**config.mk**
```make
export PLATFORM = sky130hd
export DESIGN_NAME = halve_seq
export DESIGN_NICKNAME = d
export VERILOG_FILES = /design/src/rtl/halve_seq.sv
export SDC_FILE = /design/constraint.sdc
export NUM_CORES = 1
export LEC_CHECK = 0
export ABC_AREA = 1
export BUFFER_PORTS_ARGS = -buffer_cell sky130_fd_sc_hd__buf_2
export CAP_MARGIN = 30
export CORE_AREA = 2 2 58 60
export CTS_CLUSTER_DIAMETER = 80
export DETAILED_ROUTE_END_ITERATION = 8
export DIE_AREA = 0 0 60 62
export HOLD_SLACK_MARGIN = 0.02
export PLACE_DENSITY = 0.73
export SLEW_MARGIN = 30
export SYNTH_ARGS = -nofsm -noshare
export SYNTH_HDL_FRONTEND = slang
export SYNTH_SLANG_ARGS = --single-unit
```
**constraint.sdc**
```tcl
create_clock -name clk -period 1.5 [get_ports clk]
set_clock_uncertainty 0.1 [all_clocks]
set_input_delay 0.3 -clock clk [delete_from_list [all_inputs] [get_ports clk]]
set_output_delay 0.3 -clock clk [all_outputs]
set_load 0.01 [all_outputs]
```
**src/rtl/halve_seq.sv**
```systemverilog
`default_nettype none
//------------------------------------------------------------------------------
// Module   : halve_seq
// Brief    : Iterative mod-q halving sequencer, returns x * 2^(-k) mod q.
//            Optional HALVE_SEQ_PIPE_EN: accept a new input on the consume edge.
// Revision : 1.0 - initial release
//------------------------------------------------------------------------------
module halve_seq #(
    parameter int LOGQ      = 14,
    parameter int Q_VALUE   = 12289,
    parameter int MAX_SHIFT = 10,
    localparam int SHW      = $clog2(MAX_SHIFT + 1)
) (
    input  logic            clk,
    input  logic            rst,
    input  logic            in_valid,
    output logic            in_ready,
    input  logic [LOGQ-1:0] in_data,
    input  logic [SHW-1:0]  in_shift,
    output logic            out_valid,
    input  logic            out_ready,
    output logic [LOGQ-1:0] out_data,
    output logic            busy
);

    localparam logic [LOGQ-1:0] c_half_q    = LOGQ'((Q_VALUE + 1) / 2);
    localparam logic [SHW-1:0]  c_max_shift = SHW'(MAX_SHIFT);

    typedef enum logic [1:0] {
        S_IDLE = 2'd0,
        S_RUN  = 2'd1,
        S_HOLD = 2'd2
    } state_t;

    state_t            r_state;
    state_t            w_state_nxt;
    logic [LOGQ-1:0]   r_d;
    logic [LOGQ-1:0]   w_d_nxt;
    logic [SHW-1:0]    r_c;
    logic [SHW-1:0]    w_c_nxt;
    logic [LOGQ-1:0]   w_half;
    logic [SHW-1:0]    w_k_eff;
    logic              w_accept;

    // For odd d, (d-1)/2 + (q+1)/2 = (d+q)/2, which stays below q when d < q.
    assign w_half  = {1'b0, r_d[LOGQ-1:1]} + (r_d[0] ? c_half_q : '0);
    assign w_k_eff = (in_shift > c_max_shift) ? c_max_shift : in_shift;

`ifdef HALVE_SEQ_PIPE_EN
    assign in_ready = (r_state == S_IDLE) | ((r_state == S_HOLD) & out_ready);
`else
    assign in_ready = (r_state == S_IDLE);
`endif

    assign w_accept  = in_valid & in_ready;
    assign out_valid = (r_state == S_HOLD);
    assign out_data  = r_d;
    assign busy      = (r_state != S_IDLE);

    always_ff @(posedge clk or posedge rst) begin
        if (rst) begin
            r_state <= S_IDLE;
            r_d     <= '0;
            r_c     <= '0;
        end else begin
            r_state <= w_state_nxt;
            r_d     <= w_d_nxt;
            r_c     <= w_c_nxt;
        end
    end

    always_comb begin
        w_state_nxt = r_state;
        w_d_nxt     = r_d;
        w_c_nxt     = r_c;
        case (r_state)
            S_IDLE: begin
                if (w_accept) begin
                    w_d_nxt     = in_data;
                    w_c_nxt     = w_k_eff;
                    w_state_nxt = (w_k_eff == '0) ? S_HOLD : S_RUN;
                end
            end
            S_RUN: begin
                w_d_nxt = w_half;
                w_c_nxt = r_c - 1'b1;
                if (r_c == SHW'(1)) begin
                    w_state_nxt = S_HOLD;
                end
            end
            S_HOLD: begin
                if (out_ready) begin
                    w_state_nxt = S_IDLE;
                end
                // Only reachable in the pipelined build; in_ready is low here otherwise.
                if (w_accept) begin
                    w_d_nxt     = in_data;
                    w_c_nxt     = w_k_eff;
                    w_state_nxt = (w_k_eff == '0) ? S_HOLD : S_RUN;
                end
            end
            default: begin
                w_state_nxt = S_IDLE;
            end
        endcase
    end

endmodule
`default_nettype wire

```
### After elaboration in Yosys (flattened, before gate mapping)

Index checks and enable logic that the tools add are counted.

| word-level totals | value |
|---|---|
| bits in registers | 20 |
| input port bits | 22 |

| cells by class | value |
|---|---|
| $add $sub $neg | 2 |
| order comparisons | 1 |
| eq/ne operators | 7 |
| multiplexer cells | 12 |
| bitwise logic cells | 1 |
| reductions and logical operators | 7 |

Operators with widths:

| cell | count |
|---|---|
| $pmux W14 S2 | 1 |
| $add A13 B13 Y14 | 1 |
| $mux W14 | 1 |
| $mux W13 | 1 |
| $mux W2 | 5 |
| $mux W4 | 2 |
| $pmux W4 S2 | 1 |
| $pmux W2 S3 | 1 |
| $eq A4 B1 Y1 const B | 1 |
| $gt A4 B4 Y1 const B | 1 |
| $logic_not A4 Y1 | 1 |
| $ne A2 B1 Y1 const B | 2 |
| $reduce_bool A2 Y1 | 2 |
| $sub A4 B1 Y4 const B | 1 |
| $ne A3 B1 Y1 const B | 1 |
| $reduce_and A3 Y1 | 1 |
| $eq A2 B1 Y1 const B | 1 |
| $eq A2 B2 Y1 const B | 1 |
| $logic_not A2 Y1 | 1 |
| $ne A2 B2 Y1 const B | 1 |
| $reduce_and A2 Y1 | 1 |
| $reduce_or A2 Y1 | 1 |
| $and A1 B1 Y1 | 1 |

### Depth between registers and ports, before layout

Gate-level depths: netlist of the first run.

| depth | value |
|---|---|
| word-level depth | 6 |
| depth in mapped cells | 10 |

### Worst setup path after synthesis of the first run

No wires, ideal clock.

| timing | value |
|---|---|
| kind | register to register |
| from | register r_d[0] (netlist: out_data[0]) |
| to | register r_d[8] (netlist: out_data[8]) |
| library setup time | 0.123 ns |
| arrival time | 1.452 ns |
| path slack | -0.175 ns |
| stages on the path, launching flop included | 9 |
| period minus slack after synthesis | 1.675 ns |
| cell sequence | dfrtp_1 ha_1 ha_1 nand2_2 nor2_4 nand2_2 xnor2_1 o21ai_0 nand2_1 |

| between the ends | value |
|---|---|
| cells in the longest elaborated chain, start to end | 3 |

Ends and longest elaborated chain:

| element | RTL line | RTL |
|---|---|---|
| start: declaration | 37 | `logic [LOGQ-1:0] r_d;` |
| start signal: assignment | 67 | `r_d <= w_d_nxt;` |
| $mux W13 | 46 | `assign w_half = {1'b0, r_d[LOGQ-1:1]} + (r_d[0] ? c_half_q : '0);` |
| $add A13 B13 Y14 | 46 |  |
| $pmux W14 S2 | 76 | `case (r_state)` |

Every way passes these cells.
A chain may end at the register's enable or synchronous reset.

### Final worst setup path of the first run

| timing | value |
|---|---|
| from | register r_d[0] (netlist: out_data[0]) |
| to | output port out_data[0] |

RTL lines:

| element | RTL line | RTL |
|---|---|---|
| end: declaration | 22 | `output logic [LOGQ-1:0] out_data,` |

No word-level cell between the ends.

==> flow_summary.json, run 1 <==
{
  "num_antenna_cells": 0,
  "drt-pass1-iter-count": 4,
  "synth_seq_cells": 20,
  "setup.worst_path.start_class": "flop",
  "tritoncts": "done",
  "timing.reg2reg.worst_path_depth": 5,
  "drt-initial-drc-count": 59,
  "path_cells": "buf_4 > buf_4 > buf_2",
  "slew_headroom_pct": 67.99,
  "vdd_drop_max_v": 0.0009281,
  "global_route_track_usage_on_met2_pct": 35.71,
  "final_nets": 273,
  "ys_seq_area_share_pct": 36.00,
  "final.setup.worst_slack_ns": -0.06324,
  "setup_repair_after_global_routing_missed_its_margin": "yes",
  "layout-drive-gt1-share_pct": 34.57,
  "clkSlewWorstSetupHoldPaths_ns": 0.11,
  "first_global_vias": 1360,
  "syn-num-nets": 222,
  "largest_net_degree_at_the_start_of_global_routing": 21,
  "dpl.hpwl_um": 2528,
  "setup_viol": 5,
  "critical_path_arrival_ns": 1.16,
  "worstHoldStart": "in_data[13]",
  "grt_pass1_wl_um": 5720,
  "hold_end": "out_data[13]",
  "boundaryPins": 39,
  "synth_area_per_cell_um2": 7.165,
  "power_leakage_uw": 0.0009148,
  "die_height_um": 62,
  "track_usage_pct": 20.30,
  "gr-usage-met3_pct": 1.863,
  "synth_warn": 0,
  "critPathKind": "reg2out",
  "maxCapViolations": 0,
  "critPathCaptureType": "primary output",
  "layout.cells.most_common_list": "nand2_1 (41), buf_2 (38), nor2_1 (25)",
  "drc": 0,
  "hold_violations": 0,
  "floorplan.initialDensity_pct": 43.72,
  "grt-ovfl-total": 0,
  "post-layout-total-power_uw": 4116,
  "number_of_clock_buffers_inserted_by_tritoncts": 3,
  "mappedNetlistArea_um2": 1390,
  "critPathBufInv": 3,
  "rows": 21,
  "numClockSinks": 20,
  "worstHoldPathCells": 3,
  "grt_antenna_before_repair": 0,
  "avgViaCountPerCell": 4.913,
  "hold_path_class": "in2reg",
  "yosys.cell_types.count": 28,
  "floorplan.core_area_um2": 3179,
  "min_period_ns": 1.563,
  "routed-via-count": 1420,
  "reg2reg_slack_ns": -0.04,
  "gp_congestion": 0.8119,
  "post_place_worst_slack_ns": -0.03147,
  "gr-max-usage-layer": "met2",
  "worst_path_largest_cell_delay_ns": 0.47,
  "crit-reg2reg-capture": "out_data[13]",
  "critical-path-slowest-cell": "dfrtp_2",
  "drt.antenna.violating_nets": 0,
  "root_buffer": "clkbuf_4",
  "grt.met1_usage_pct": 25.29,
  "fp.dieArea_um2": 3720,
  "post_synth_inst_count": 194,
  "worst_path_dominant_cell_family": "flip-flops",
  "violations": "setup timing",
  "post-route-period-util_pct": 104.2,
  "htreeDepth": 1,
  "layout-area-overhead-vs-synth_pct": 32.76,
  "mostFrequentLayoutCell": "nand2_1",
  "clock_buffer_depth": 2,
  "tightest_slew_ns": 0.4757,
  "routedWlPerCell_um": 12.03,
  "power.density_nw_per_um2": 2230,
  "report.final.slew_viol_count": 0,
  "portBuffers": 38,
  "cp_data_required_time_ns": 1.10,
  "wl_um": 3477,
  "cp_common_cell": "buf_4",
  "worstReg2RegStart": "out_data[0]",
  "die_width_um": 60,
  "status": "finished with violations",
  "tns_ns": -0.2225,
  "clock_latency_ns": 0.30,
  "crit_path_max_fanout": 5,
  "maximum_clock_frequency_mhz": 639.7,
  "fillerInstances": 313
}
worst max path at each step:
stage                      startpoint      endpoint  slack [ns]  cells after the start
after global routing      out_data[0]  out_data[12]       -0.17                      8
after CTS                 out_data[0]  out_data[12]       -0.05                      8
after floorplan           out_data[0]   out_data[8]      -0.004                      8
after global placement    out_data[0]  out_data[12]      -0.002                      8
final                     out_data[0]   out_data[0]       -0.06                      3
after detailed placement  out_data[0]   out_data[8]       -0.03                      8
layer usage:
layer	vias up	routed length, um	share of wire, %
met5	-	0	0
met4	0	60	1.7
met3	7	125	3.6
met2	33	1757	51
met1	642	1534	44
li1	738	-	-
synth_stat cells, drive strengths merged:
master / number / area share, %
xor2: 3 / 1.9
nor3: 2 / 0.72
xnor2: 1 / 0.63
dfrtp: 20 / 36
buf: 6 / 2.3
o21bai: 1 / 0.54
ha: 6 / 5.4
a31oi: 4 / 1.8
nand2: 47 / 13
a211oi: 1 / 0.54
a22oi: 2 / 1.1
nand3: 11 / 4.3
a21oi: 6 / 2.2
nor4: 1 / 0.45
nand4: 3 / 1.4
inv: 22 / 5.9
clkbuf: 1 / 0.27
nor2: 30 / 9.9
o22ai: 5 / 2.3
o21ai: 22 / 9.0
layout make-up:
| cell class | count | area (um^2) | share of cell area, % |
|---|---|---|---|
| clock buffers | 3 | 22.52 | 1.220 |
| inverters | 22 | 82.58 | 4.475 |
| multi-input cells | 145 | 852.1 | 46.17 |
| flip-flops and latches | 20 | 505.5 | 27.39 |
| well taps | 46 | 57.56 | 3.119 |
| repair buffers | 53 | 325.3 | 17.63 |
state kept, by name, summed over array words and instances, names as in the netlist:
name / count
out_data: 14
r_c: 4
r_state: 2
report_power, final:
part | internal [uW] | switching, uW | total, uW | leakage [uW]
clock network | 93.8 | 165 | 258 | 0.0000138
registers | 836 | 367 | 1200 | 0.000234
logic | 1170 | 1480 | 2650 | 0.000667
what timing repair did:
item,in CTS,in global routing
endpoints found under the setup margin,7,14
endpoints found under the hold margin,20,0
cloned,0,0
gates resized for setup,5,16
setup buffers,1,2
hold buffers,1,0
pin swaps,3,8
per-stage QoR:
step / area (um^2) / hold WS (ns) / utilization [%] / cells
final: 1846 / 0.1367 / 58.05 / 289
after floorplan: 1418 / 0.1637 / - / 194
after global placement: 1732 / 0.2395 / 54.47 / 283
after CTS: 1788 / 0.1340 / 56.24 / 288
after global routing: 1846 / 0.1524 / 58.05 / 289
after detailed placement: 1732 / 0.2434 / 54.47 / 283
logic make-up (layout without fill, tap and decap cells):
| logic type | count (synthesis) | count (layout) | share of synthesized area, % |
|---|---|---|---|
| compound gates | 41 | 41 | 17.37 |
| xor+xnor | 4 | 4 | 2.521 |
| fa+ha+maj | 6 | 6 | 5.400 |
| buf+inv | 29 | 78 | 8.551 |
| flops | 20 | 20 | 36.00 |
| simple gates | 94 | 94 | 30.15 |
tightest hold or removal path, stage by stage:
cell and delay [ns]:
buf_2 0.07, nor2_1 0.04, o21ai_2 0.11
(Power assumes the default switching activity.)
==> run 2, diff against run 1 <==
ABC_AREA = default   (was 1)
CORE_AREA = 2 2 57 59   (was 2 2 58 60)
CTS_CLUSTER_SIZE = 30   (was default)
DIE_AREA = 0 0 59 61   (was 0 0 60 62)
==> run 2 against run 1 <==
Compared with the run above:
- the run still ends with setup timing left
- routed wire length up 30%
- total power up 17%
- combinational power is 26% higher
- fmax fell by 6.1%
- via count increased by 7.5%
==> flow_summary.json, run 2 <==
{
  "syn-num-nets": 176,
  "tightest_slew_ns": 0.5712,
  "fp.dieArea_um2": 3599,
  "portBuffers": 38,
  "power.density_nw_per_um2": 2367,
  "synth_flop_cell": "dfrtp_1",
  "mostFrequentLayoutCell": "buf_2",
  "hold_violations": 0,
  "clkSlewWorstSetupHoldPaths_ns": 0.13,
  "clockPowerShare_pct": 7.0,
  "num_antenna_cells": 0,
  "synth_simple_gate_area_share_pct": 16.78,
  "min_period_ns": 1.664,
  "final_nets": 251,
  "final_cells": 255,
  "parity_gate_share_of_the_synthesized_area_counting_xor_and_xnor_cells_pct": 3.299,
  "grt_antenna_before_repair": 0,
  "layout-area-overhead-vs-synth_pct": 52.87,
  "vdd_drop_max_v": 0.001107,
  "timing.reg2reg.worst_path_depth": 6,
  "top_cell_type_by_total_area_after_synthesis": "dfrtp_1",
  "synth_area_per_cell_um2": 8.970,
  "floorplan.core_area_um2": 2953,
  "layout.cells.most_common_list": "buf_2 (36), buf_4 (30), dfrtp_1 (16)",
  "critPathKind": "reg2out",
  "dpl_cell_area_um2": 1760,
  "multi_input_comb_area_um2": 888.4,
  "synth-compound-area-share_pct": 28.93,
  "floorplan.initialDensity_pct": 44.96,
  "routed-via-count": 1526,
  "crit_path_max_fanout": 3,
  "placedCellCount": 240,
  "ys_async_sr_fraction_pct": 100.0,
  "hold_path_class": "in2reg",
  "drt-pass1-iter-count": 4,
  "power_leakage_uw": 0.0009019,
  "final.setup.worst_slack_ns": -0.1640,
  "clock_buffer_depth": 2,
  "power.share.switching_pct": 44.41,
  "maximum_clock_frequency_mhz": 601.0,
  "drt-initial-drc-count": 136,
  "most_used_standard_cell_by_instance_count_after_synthesis": "dfrtp_1",
  "critPathCaptureType": "primary output",
  "synth_top_cell_area_share_pct": 37.70,
  "tritoncts": "done",
  "yosys.area_share.adder_pct": 5.655,
  "fillerInstances": 236,
  "die_height_um": 61,
  "boundaryPins": 39,
  "comb_power_share_pct": 69.7,
  "worstHoldPathCells": 3,
  "grt_pass1_wl_um": 7169,
  "maxCapViolations": 0,
  "track_usage_pct": 26.68,
  "synth_commonest_cells": "dfrtp_1 (20), a21oi_1 (12), nand2_1 (10), nor2_1 (10), o21ai_0 (10)",
  "drt.antenna.violating_nets": 0,
  "critical_path_arrival_ns": 1.26,
  "largest_register_ff_count": 14,
  "clock_latency_ns": 0.32,
  "drc": 0,
  "grt-ovfl-total": 0,
  "numClockSinks": 20,
  "synth_top_family_by_area": "compound AO/OA/AOI/OAI gates",
  "largest_net_degree_at_the_start_of_global_routing": 21,
  "setup.worst_path.start_class": "flop",
  "avgViaCountPerCell": 5.984,
  "register_area_um2": 505.5,
  "post_synth_inst_count": 148,
  "violations": "setup timing",
  "setup_repair_after_global_routing_missed_its_margin": "yes",
  "switchingPower_uw": 2133,
  "dpl.hpwl_um": 2985,
  "power.sequential.fraction_pct": 23.3,
  "yosys-top-cells-area": "dfrtp_1 (38%), ha_1 (5.7%), a21oi_1 (4.5%)",
  "first_global_vias": 1530,
  "ys_seq_area_share_pct": 37.70,
  "layout.cell_area.non_filler_um2": 2029,
  "status": "finished with violations",
  "mappedNetlistArea_um2": 1328,
  "rows": 20,
  "root_buffer": "clkbuf_4",
  "setup_viol": 10,
  "tns_ns": -0.8551,
  "die_width_um": 59,
  "htreeDepth": 1,
  "report.final.slew_viol_count": 0,
  "slew_headroom_pct": 61.57,
  "layout-drive-gt1-share_pct": 51.35,
  "post-route-period-util_pct": 110.9,
  "cp_data_required_time_ns": 1.10,
  "number_of_clock_buffers_inserted_by_tritoncts": 3,
  "gp_congestion": 0.8572,
  "intPower_uw": 2670,
  "synth_warn": 0,
  "synth_seq_cells": 20,
  "wl_um": 4524,
  "routedWlPerCell_um": 17.74,
  "synth-edff-count": 0,
  "yosys-mux-area-fraction_pct": 2.639,
  "yosys.cell_types.count": 41
}
run 2: timing repair:
action / CTS / global route
hold endpoints to repair: 20 / 0
setup endpoints to repair: 14 / 24
gates resized for setup: 20 / 21
setup buffers: 8 / 2
pin swaps: 12 / 14
hold buffers: 1 / 0
run 2: stage by stage:
| step | utilization [%] | setup slack, ns | total power [uW] | hold WS, ns |
|---|---|---|---|---|
| after floorplan | - | -0.2830 | 2632 | 0.1637 |
| after global placement | 59.62 | -0.2085 | 3632 | 0.2381 |
| after detailed placement | 59.62 | -0.2186 | 3749 | 0.2457 |
| after CTS | 65.97 | -0.1398 | 4491 | 0.1530 |
| after global routing | 68.73 | -0.1992 | 5132 | 0.1483 |
| final | 68.73 | -0.1640 | 4803 | 0.1532 |
run 2: final cells by class:
cell class                      count  share of cell area (%)
Clock buffer                        4                   1.788
Inverter                            8                   1.480
Multi-Input combinational cell    113                   43.77
Sequential cell                    20                   24.91
Tap cell                           33                   2.035
Timing Repair Buffer               77                   26.02
run 2: worst paths after layout:
kind,from,to,slack [ns]
max,r_state[1],in_ready,-0.16
min,out_ready,r_state[1],0.15
max reg2reg,out_data[1],out_data[12],-0.13
min reg2reg,r_c[0],r_c[0],0.52
max in group asynchronous,rst,out_data[1],0.62
min in group asynchronous,rst,out_data[12],0.43
run 2: power groups by stage:
stage                     Clock, uW  Sequential, uW  Combinational [uW]
after floorplan                   0            1220                1410
after global placement            0            1080                2560
after detailed placement          0            1100                2650
after CTS                       337            1090                3060
after global routing            374            1140                3620
final                           338            1120                3350
run 2: critical path, cell delays in order (launching register included):
cell     delay, ns
dfrtp_1       0.45
buf_6         0.15
nor2_4        0.12
buf_6         0.12
buf_6         0.09
run 2: cell families after synthesis:
kind of cell,Yosys count
AOI/OAI and AO/OA,58
and+or+nand+nor,41
muxes,3
DFF,20
adders and majority gates,6
buffers and inverters,15
xor gates and xnor gates,5
run 2: routing by layer:
layer  vias to the layer above  global-route usage [%]  routed length [um]
met3                        17                   4.691                 230
met5                         -                       0                   0
met4                         0                   11.69                 142
met1                       731                   30.38                1779
li1                        708                       -                   -
met2                        70                   48.89                2372
